## src/rtl/sdio_cmd_phy_gen2.sv

```systemverilog
// sdio_cmd_phy_gen2: SDIO device CMD-line PHY.
// Receives 48-bit host commands, serialises responses.
module sdio_cmd_phy_gen2 #(
  parameter int RSP_MAX_BITS = 136,
  parameter int LEN_W        = 8,
  parameter int NCR_MIN      = 2,
  parameter int RSP_TIMEOUT  = 64
) (
  input  logic                    i_sdio_clk,
  input  logic                    rst_n,
  output logic                    o_cmd_phy_idle,
  output logic                    o_cmd_stb,
  output logic [5:0]              o_cmd,
  output logic [31:0]             o_cmd_arg,
  output logic                    o_cmd_crc_good,
  output logic                    o_cmd_end_err,
  input  logic                    i_rsps_stb,
  input  logic [RSP_MAX_BITS-1:0] i_rsps,
  input  logic [LEN_W-1:0]        i_rsps_len,
  input  logic [1:0]              i_rsps_crc_mode,
  input  logic                    i_rsps_fail,
  output logic                    o_rsps_idle,
  output logic                    o_rsps_done,
  output logic                    o_rsps_timeout,
  output logic                    o_sdio_cmd_dir,
  input  logic                    i_sdio_cmd_in,
  output logic                    o_sdio_cmd_out
);

  localparam int WW = $clog2(RSP_TIMEOUT + 2);
  localparam logic [LEN_W-1:0] MAXL = LEN_W'(RSP_MAX_BITS);
  localparam logic [WW-1:0] TMO = WW'(RSP_TIMEOUT);
  localparam logic [WW-1:0] NCR1 =
    WW'(NCR_MIN > 0 ? NCR_MIN - 1 : 0);

  typedef enum logic [2:0] {
    S_IDLE, S_CMD_RX, S_CMD_DONE, S_WAIT,
    S_TX, S_CRC, S_END, S_REL
  } state_t;

  state_t state_q, state_d;

  logic [5:0]              bit_q;
  logic [45:0]             rx_q;
  logic [6:0]              crc_q;
  logic [WW-1:0]           wcnt_q;
  logic [LEN_W-1:0]        cnt_q, len_q;
  logic [RSP_MAX_BITS-1:0] rsp_q;
  logic [1:0]              mode_q;
  logic                    vld_q;
  logic [5:0]              cmd_q;
  logic [31:0]             arg_q;
  logic                    good_q, eerr_q, done_q;

  logic [LEN_W-1:0] len_in, len_e;
  logic [1:0]       mode_in, mode_e;
  logic             have, ncr_ok;

  function automatic logic [6:0] crc7(
    input logic [6:0] c,
    input logic       b
  );
    logic fb;
    fb = b ^ c[6];
    return {c[5:0], 1'b0} ^ {3'b000, fb, 2'b00, fb};
  endfunction

  assign len_in  = (i_rsps_len > MAXL) ? MAXL : i_rsps_len;
  assign mode_in = (i_rsps_crc_mode == 2'd3) ? 2'd0
                                             : i_rsps_crc_mode;
  assign len_e   = i_rsps_stb ? len_in : len_q;
  assign mode_e  = i_rsps_stb ? mode_in : mode_q;
  assign have    = vld_q | i_rsps_stb;
  assign ncr_ok  = wcnt_q >= NCR1;

  assign o_cmd_phy_idle = (state_q == S_IDLE) & i_sdio_cmd_in;
  assign o_rsps_idle    = (state_q == S_IDLE);
  assign o_cmd_stb      = (state_q == S_CMD_DONE) & ~i_rsps_fail;
  assign o_rsps_timeout = (state_q == S_WAIT) & ~have &
                          (wcnt_q == TMO) & ~i_rsps_fail;
  assign o_rsps_done    = done_q;
  assign o_cmd          = cmd_q;
  assign o_cmd_arg      = arg_q;
  assign o_cmd_crc_good = good_q;
  assign o_cmd_end_err  = eerr_q;

  // State register.
  always_ff @(posedge i_sdio_clk or negedge rst_n) begin
    if (!rst_n) state_q <= S_IDLE;
    else        state_q <= state_d;
  end

  // Next state and pad drive.
  always_comb begin
    state_d        = state_q;
    o_sdio_cmd_dir = 1'b0;
    o_sdio_cmd_out = 1'b1;
    unique case (state_q)
      S_IDLE: begin
        if (!i_sdio_cmd_in) state_d = S_CMD_RX;
      end
      S_CMD_RX: begin
        if (bit_q == 6'd47)
          state_d = rx_q[45] ? S_CMD_DONE : S_IDLE;
      end
      S_CMD_DONE: begin
        state_d = (good_q && !eerr_q) ? S_WAIT : S_IDLE;
      end
      S_WAIT: begin
        o_sdio_cmd_dir = 1'b1;
        if (have && ncr_ok) begin
          if (len_e != '0)         state_d = S_TX;
          else if (mode_e == 2'd2) state_d = S_END;
          else                     state_d = S_CRC;
        end else if (wcnt_q == TMO) begin
          state_d = S_IDLE;
        end
      end
      S_TX: begin
        o_sdio_cmd_dir = 1'b1;
        o_sdio_cmd_out = rsp_q[RSP_MAX_BITS-1];
        if (cnt_q == len_q - 1'b1)
          state_d = (mode_q == 2'd2) ? S_END : S_CRC;
      end
      S_CRC: begin
        o_sdio_cmd_dir = 1'b1;
        o_sdio_cmd_out = (mode_q == 2'd1) | crc_q[6];
        if (cnt_q == LEN_W'(6)) state_d = S_END;
      end
      S_END: begin
        o_sdio_cmd_dir = 1'b1;
        state_d        = S_REL;
      end
      S_REL: begin
        o_sdio_cmd_dir = 1'b1;
        state_d        = S_IDLE;
      end
      default: state_d = S_IDLE;
    endcase
    if (i_rsps_fail && state_q != S_IDLE) state_d = S_IDLE;
  end

  // Frame capture, response shifting, counters and CRC.
  always_ff @(posedge i_sdio_clk or negedge rst_n) begin
    if (!rst_n) begin
      bit_q  <= '0;
      rx_q   <= '0;
      crc_q  <= '0;
      wcnt_q <= '0;
      cnt_q  <= '0;
      len_q  <= '0;
      rsp_q  <= '0;
      mode_q <= '0;
      vld_q  <= 1'b0;
      cmd_q  <= '0;
      arg_q  <= '0;
      good_q <= 1'b0;
      eerr_q <= 1'b0;
      done_q <= 1'b0;
    end else begin
      done_q <= (state_q == S_REL) & ~i_rsps_fail;
      unique case (state_q)
        S_IDLE: begin
          bit_q <= 6'd1;
          crc_q <= '0;
          vld_q <= 1'b0;
        end
        S_CMD_RX: begin
          bit_q <= bit_q + 6'd1;
          rx_q  <= {rx_q[44:0], i_sdio_cmd_in};
          if (bit_q < 6'd40)
            crc_q <= crc7(crc_q, i_sdio_cmd_in);
          if (bit_q == 6'd47 && rx_q[45]) begin
            cmd_q  <= rx_q[44:39];
            arg_q  <= rx_q[38:7];
            good_q <= (rx_q[6:0] == crc_q);
            eerr_q <= ~i_sdio_cmd_in;
          end
        end
        S_CMD_DONE: begin
          wcnt_q <= WW'(1);
          crc_q  <= '0;
          vld_q  <= 1'b0;
        end
        S_WAIT: begin
          wcnt_q <= wcnt_q + WW'(1);
          cnt_q  <= '0;
          crc_q  <= '0;
          if (i_rsps_stb) begin
            rsp_q  <= i_rsps;
            len_q  <= len_in;
            mode_q <= mode_in;
            vld_q  <= 1'b1;
          end
        end
        S_TX: begin
          rsp_q <= rsp_q << 1;
          crc_q <= crc7(crc_q, rsp_q[RSP_MAX_BITS-1]);
          if (cnt_q == len_q - 1'b1) cnt_q <= '0;
          else                      cnt_q <= cnt_q + 1'b1;
        end
        S_CRC: begin
          crc_q <= {crc_q[5:0], 1'b0};
          cnt_q <= cnt_q + 1'b1;
        end
        default: ;
      endcase
    end
  end

endmodule

```

## config.mk

```make
export PLATFORM = sky130hd
export DESIGN_NAME = sdio_cmd_phy_gen2
export DESIGN_NICKNAME = d
export VERILOG_FILES = /design/src/rtl/sdio_cmd_phy_gen2.sv
export SDC_FILE = /design/constraint.sdc
export NUM_CORES = 1
export LEC_CHECK = 0
export CORE_ASPECT_RATIO = 1.1
export CORE_MARGIN = 5
export CORE_UTILIZATION = 59
export CTS_BUF_LIST = sky130_fd_sc_hd__clkbuf_8
export DETAILED_ROUTE_END_ITERATION = 6
export GPL_TIMING_DRIVEN = 0
export MAX_ROUTING_LAYER = met4
export PLACE_DENSITY = 0.91
export SYNTH_ARGS = -nofsm -noshare
export SYNTH_HDL_FRONTEND = slang
export SYNTH_SLANG_ARGS = --single-unit
```

## constraint.sdc

```tcl
create_clock -name i_sdio_clk -period 5.65 [get_ports i_sdio_clk]
set_clock_uncertainty 0.15 [all_clocks]
set_input_delay 1.695 -clock i_sdio_clk [delete_from_list [all_inputs] [get_ports i_sdio_clk]]
set_output_delay 1.695 -clock i_sdio_clk [all_outputs]
set_load 0.02 [all_outputs]
```

Yosys cells after proc, flatten, opt, wreduce, memory -nomap -nowiden
Cells that the tools add are included.
- $add $sub $neg: 4
- multipliers: 0
- div/mod/pow operators: 0
- $lt $le $gt $ge: 3
- equal/unequal tests: 23
- shifts and indexed selects: 0
- muxes and demuxes: 29
- bitwise logic cells: 15
- reduce and logical (&&, ||, !) cells: 22
- operator list (cell ; number):
    136-bit one-hot mux with 2 select lines ; 1
    136-bit two-way mux ; 1
    7-bit one-hot mux with 4 select lines ; 1
    8-bit two-way mux ; 3
    3-bit one-hot mux with 8 select lines ; 1
    8-bit one-hot mux with 3 select lines ; 1
    3-bit two-way mux ; 7
    2-bit two-way mux ; 7
    7-bit one-hot mux with 2 select lines ; 1
    7-bit by 4-bit XOR with 7-bit output ; 2
    3-bit == test, second input constant ; 4
    6-bit one-hot mux with 2 select lines ; 1
    3-bit inequality test, second input constant ; 3
    8-bit by 1-bit adder with 8-bit output, second input constant ; 1
    8-bit by 3-bit == test with 1-bit output, second input constant ; 1
    8-bit == test ; 1
    8-bit > comparator, second input constant ; 1
    2-bit AND reduction ; 4
    2-bit nonzero test ; 4
    8-bit nonzero test ; 1
    8-bit by 1-bit subtractor with 8-bit output, second input constant ; 1
    7-bit by 1-bit adder with 7-bit output, second input constant ; 1
    7-bit == test ; 1
    7-bit == test, second input constant ; 1
    27 further kinds ; 46
- bits in registers: 265
- bits in latches: 0
- bits in writable memories: 0
- ROM bits: 0
- input port bits: 151
- word-level logic and storage cells: 111
- memories: 0

Longest topological paths before layout
- depth in word-level cells: 9
- depth in mapped cells: 9
- gate-level depth less buffers: 8

Worst setup path before layout
No wires, ideal clock.
- path kind: input to output
- start point: in i_rsps_stb
- end point: out o_rsps_timeout
- arrival time: 2683 ps
- path slack: 1122 ps
- cell stages on the path: 4
- buffers on the path: 1
- path through: clkbuf_1 nor2_1 nand2_1 nor4_1
- longest elaborated chain between the ends: 5
- ends and longest elaborated chain (element ; line ; text):
    start, declared ; 17 ; input logic i_rsps_stb,
    1-bit bitwise OR ; 73 ; assign have = vld_q | i_rsps_stb;
    1-bit inverter ; 79 ; assign o_rsps_timeout = (state_q == S_WAIT) & ~have &
    1-bit bitwise AND (2 in a row) ; 79 ;
    1-bit bitwise AND ; 80 ; (wcnt_q == TMO) & ~i_rsps_fail;
    end, declared ; 24 ; output logic o_rsps_timeout,
Every way passes these cells.

Worst setup path in the final report
- start point: reg state_q[1]
- end point: out o_sdio_cmd_out
- longest elaborated chain between the ends: 2
- elaborated cells between the ends (all ways): 3
- ends and longest elaborated chain (element ; line ; text):
    start, declared ; 41 ; state_t state_q, state_d;
    start signal, assigned ; 90 ; else state_q <= state_d;
    3-bit == test ; 98 ; unique case (state_q)
    1-bit one-hot mux with 2 select lines (*) ; 98 ;
    end, declared ; 27 ; output logic o_sdio_cmd_out
Mark *: on every way between the ends. The rest lies on a longest branch, timed or not.

==> impl_metrics.yaml <==
run_status:
  status: "finished clean"
final_layout:
  multi_input_area_mm2: 0.00457
  drive_above_1_share: 0.0838
  fill_cells: 1200
  final_cells: 1711
  ff_latch_area_mm2: 0.00663
  design_area_mm2: 0.0147
  areaGrowthSynthToFinish_pct: 27.0
  nets: 1591
  mostFrequentLayoutCells: "265 x dfrtp_1, 222 x nand2_1, 216 x nor2_1, 194 x clkdlybuf4s50_1, 100 x o22ai_1"
  final_common_cell: "dfrtp_1"
yosys:
  seq_area_frac_synth: 0.574
  synth_ff_type: "dfrtp_1"
  yosys_warnings: 0
  post_synth.cell_area_avg_um2: 9.71
  netlist_instances: 1191
  synth_top_area_share: 0.574
  synth-seq-cells: 265
  synth.distinct_cells: 54
  synth_edf_count: 0
  synthArstFlopShare: 1.00
  netlist_area_mm2: 0.0116
  synthTopCellsByArea: "dfrtp_1 57%, nand2_1 7.2%, nor2_1 7.0%, o22ai_1 5.4%, mux2_2 3.7%"
  syn_nets: 1349
  synth_top_cell_by_area: "dfrtp_1"
global_routing:
  grt_max_degree: 128
  grt_pass1_vias: 10200
  grt_pass1_wl_um: 49600
  antenna_found_initial: 7
  gr-usage-all-layers: 0.280
  gr-total-overflow: 0
timing:
  fmax_ghz: 0.196
  grt_setup_unrepaired: "no"
  worst_pin_slew_ns: 0.897
  period_needed_ns: 5.10
  maxSlewViolCount: 0
  setup_violations: 0
  hold_viol: 0
  relSlewSlack: 0.401
  period_share: 0.903
  tns_ns: 0
cts:
  cts_made_buffers: 43
  cts.hold.buffers_added: 0
  cts.htree.levels: 2
  clk_path_buf_depth: 3
  post_cts_resized: 0
  cts_tree: "done"
  root_buffer: "clkbuf_8"
  clock_sink_count: 265
  cts_setup_buffers: 0
  clk_pin_slew_ns: 0.06
  clk_latency_ns: 0.53
floorplanning:
  rows: 53
  start_util: 0.601
  die_w_um: 143
  design.core.area_mm2: 0.0192
  ios: 198
  dieArea_mm2: 0.0225
  die_h_um: 157
placement:
  dp_hpwl_um: 20900
  placedCellCount: 1635
  numPortBuffers: 195
  globalplace.congestion: 0.891
  placed_area_mm2: 0.0139
flow_run:
  cap_violations: 0
power_and_ir_drop:
  powerDensity_mw_per_mm2: 314
  p_total_uw: 4610
  vdd_drop_max_uv: 259
  power_leakage_uw: 0.00700
setup_path:
  cp.required_ns: 3.81
  reg2reg_from: "state_q[0]"
  worstSetupPathType: "reg2out"
  rrSetupSlack_ns: 2.69
  cp.arrival_ns: 3.26
  startpoint: "state_q[1]"
  worstSetupStartpointType: "flop"
  cp_max_fo: 10
  crit_path_end_kind: "primary output"
min_path:
  hold_path_class: "reg2reg"
  hold_path.startpoint: "rsp_q[40]"
route:
  first_iter_violations: 669
  viasPerCell: 5.73
  drc_errors: 0
  drtPass1Iterations: 5
  via_count: 9797
  ant_nets: 0
  avgRoutedWirePerCell_um: 17.7
  wl_um: 30300
## through the flow
stage / hold slack (ns) / util / setup slack, ns
3_3_place_gp: 0.306 / 0.719 / -8.36
2_1_floorplan: 0.299 / - / 1.12
3_5_place_dp: 0.314 / 0.722 / 0.630
5_1_grt: 0.352 / 0.763 / 0.350
4_1_cts: 0.336 / 0.762 / 0.521
6_report: 0.329 / 0.763 / 0.549
## final timing paths
kind / cells after the start / to
setup reg to reg: 9 / rsp_q[11]
max in group asynchronous: 2 / crc_q[2]
min in group asynchronous: 1 / rsp_q[88]
hold / removal: 2 / rsp_q[41]
setup / recovery: 7 / o_sdio_cmd_out
hold reg to reg: 2 / rsp_q[41]
## flip-flops by register name (all words and copies together), names as in the netlist
name and count:
wcnt_q 7, o_cmd_arg 32, crc_q 7, o_cmd_end_err 1
o_rsps_done 1, mode_q 2, bit_q 6, state_q 3
vld_q 1, len_q 8, rx_q 46, o_cmd 6
rsp_q 136, cnt_q 8, o_cmd_crc_good 1
## power by group
group          leakage (uW)  internal [uW]  total [uW]  switching [uW]
combinational       0.00318            305         715             410
sequential          0.00338           2160        2350             188
clock              0.000442            808        1540             730
## per-layer routing
layer  vias to the layer above  global-route usage  part of all wire
li1                       4549                   -                 -
met5                         -                   -                 0
met2                       362               0.459              0.50
met3                        81              0.0541             0.067
met1                      4805               0.339              0.39
met4                         0               0.124             0.037
## Yosys cell counts (7+ instances only)
master / number
dfrtp_1: 265
nand2_1: 222
nor2_1: 216
o22ai_1: 100
o21ai_0: 73
clkbuf_1: 46
mux2i_1: 42
mux2_2: 38
a21oi_1: 19
nand3_1: 17
inv_1: 14
buf_2: 13
nor3_1: 12
nand2b_1: 11
xnor2_1: 11
xor2_1: 11
buf_1: 8
ha_1: 7
## logic make-up (layout without fill, tap and decap cells)
logic type,count (synthesis),in the layout,share of synthesized area
buffers and inverters,85,350,0.0310
AOI/OAI and AO/OA,219,219,0.115
and+or+nand+nor,511,511,0.181
adders and majority gates,7,7,0.00758
xor gates and xnor gates,22,22,0.0167
other,0,8,0
muxes,82,82,0.0753
DFF,265,265,0.574
## final cells by class
type,instances,share of cell area
Sequential cell,265,0.452
Tap cell,247,0.0211
Buffer,71,0.0208
Multi-Input combinational cell,841,0.311
Clock inverter,17,0.00511
Timing Repair Buffer,197,0.137
Antenna cell,8,0.00136
Clock buffer,51,0.0478
Inverter,14,0.00358
## worst max-delay path, stage by stage, from the launching register on
cell,delay (ns)
dfrtp_1,0.31
buf_2,0.19
inv_1,0.10
nand3_1,0.22
clkbuf_1,0.51
clkbuf_1,0.50
o32a_1,0.27
clkdlybuf4s50_1,0.62
No activity file was read; power rests on OpenSTA's default activity.
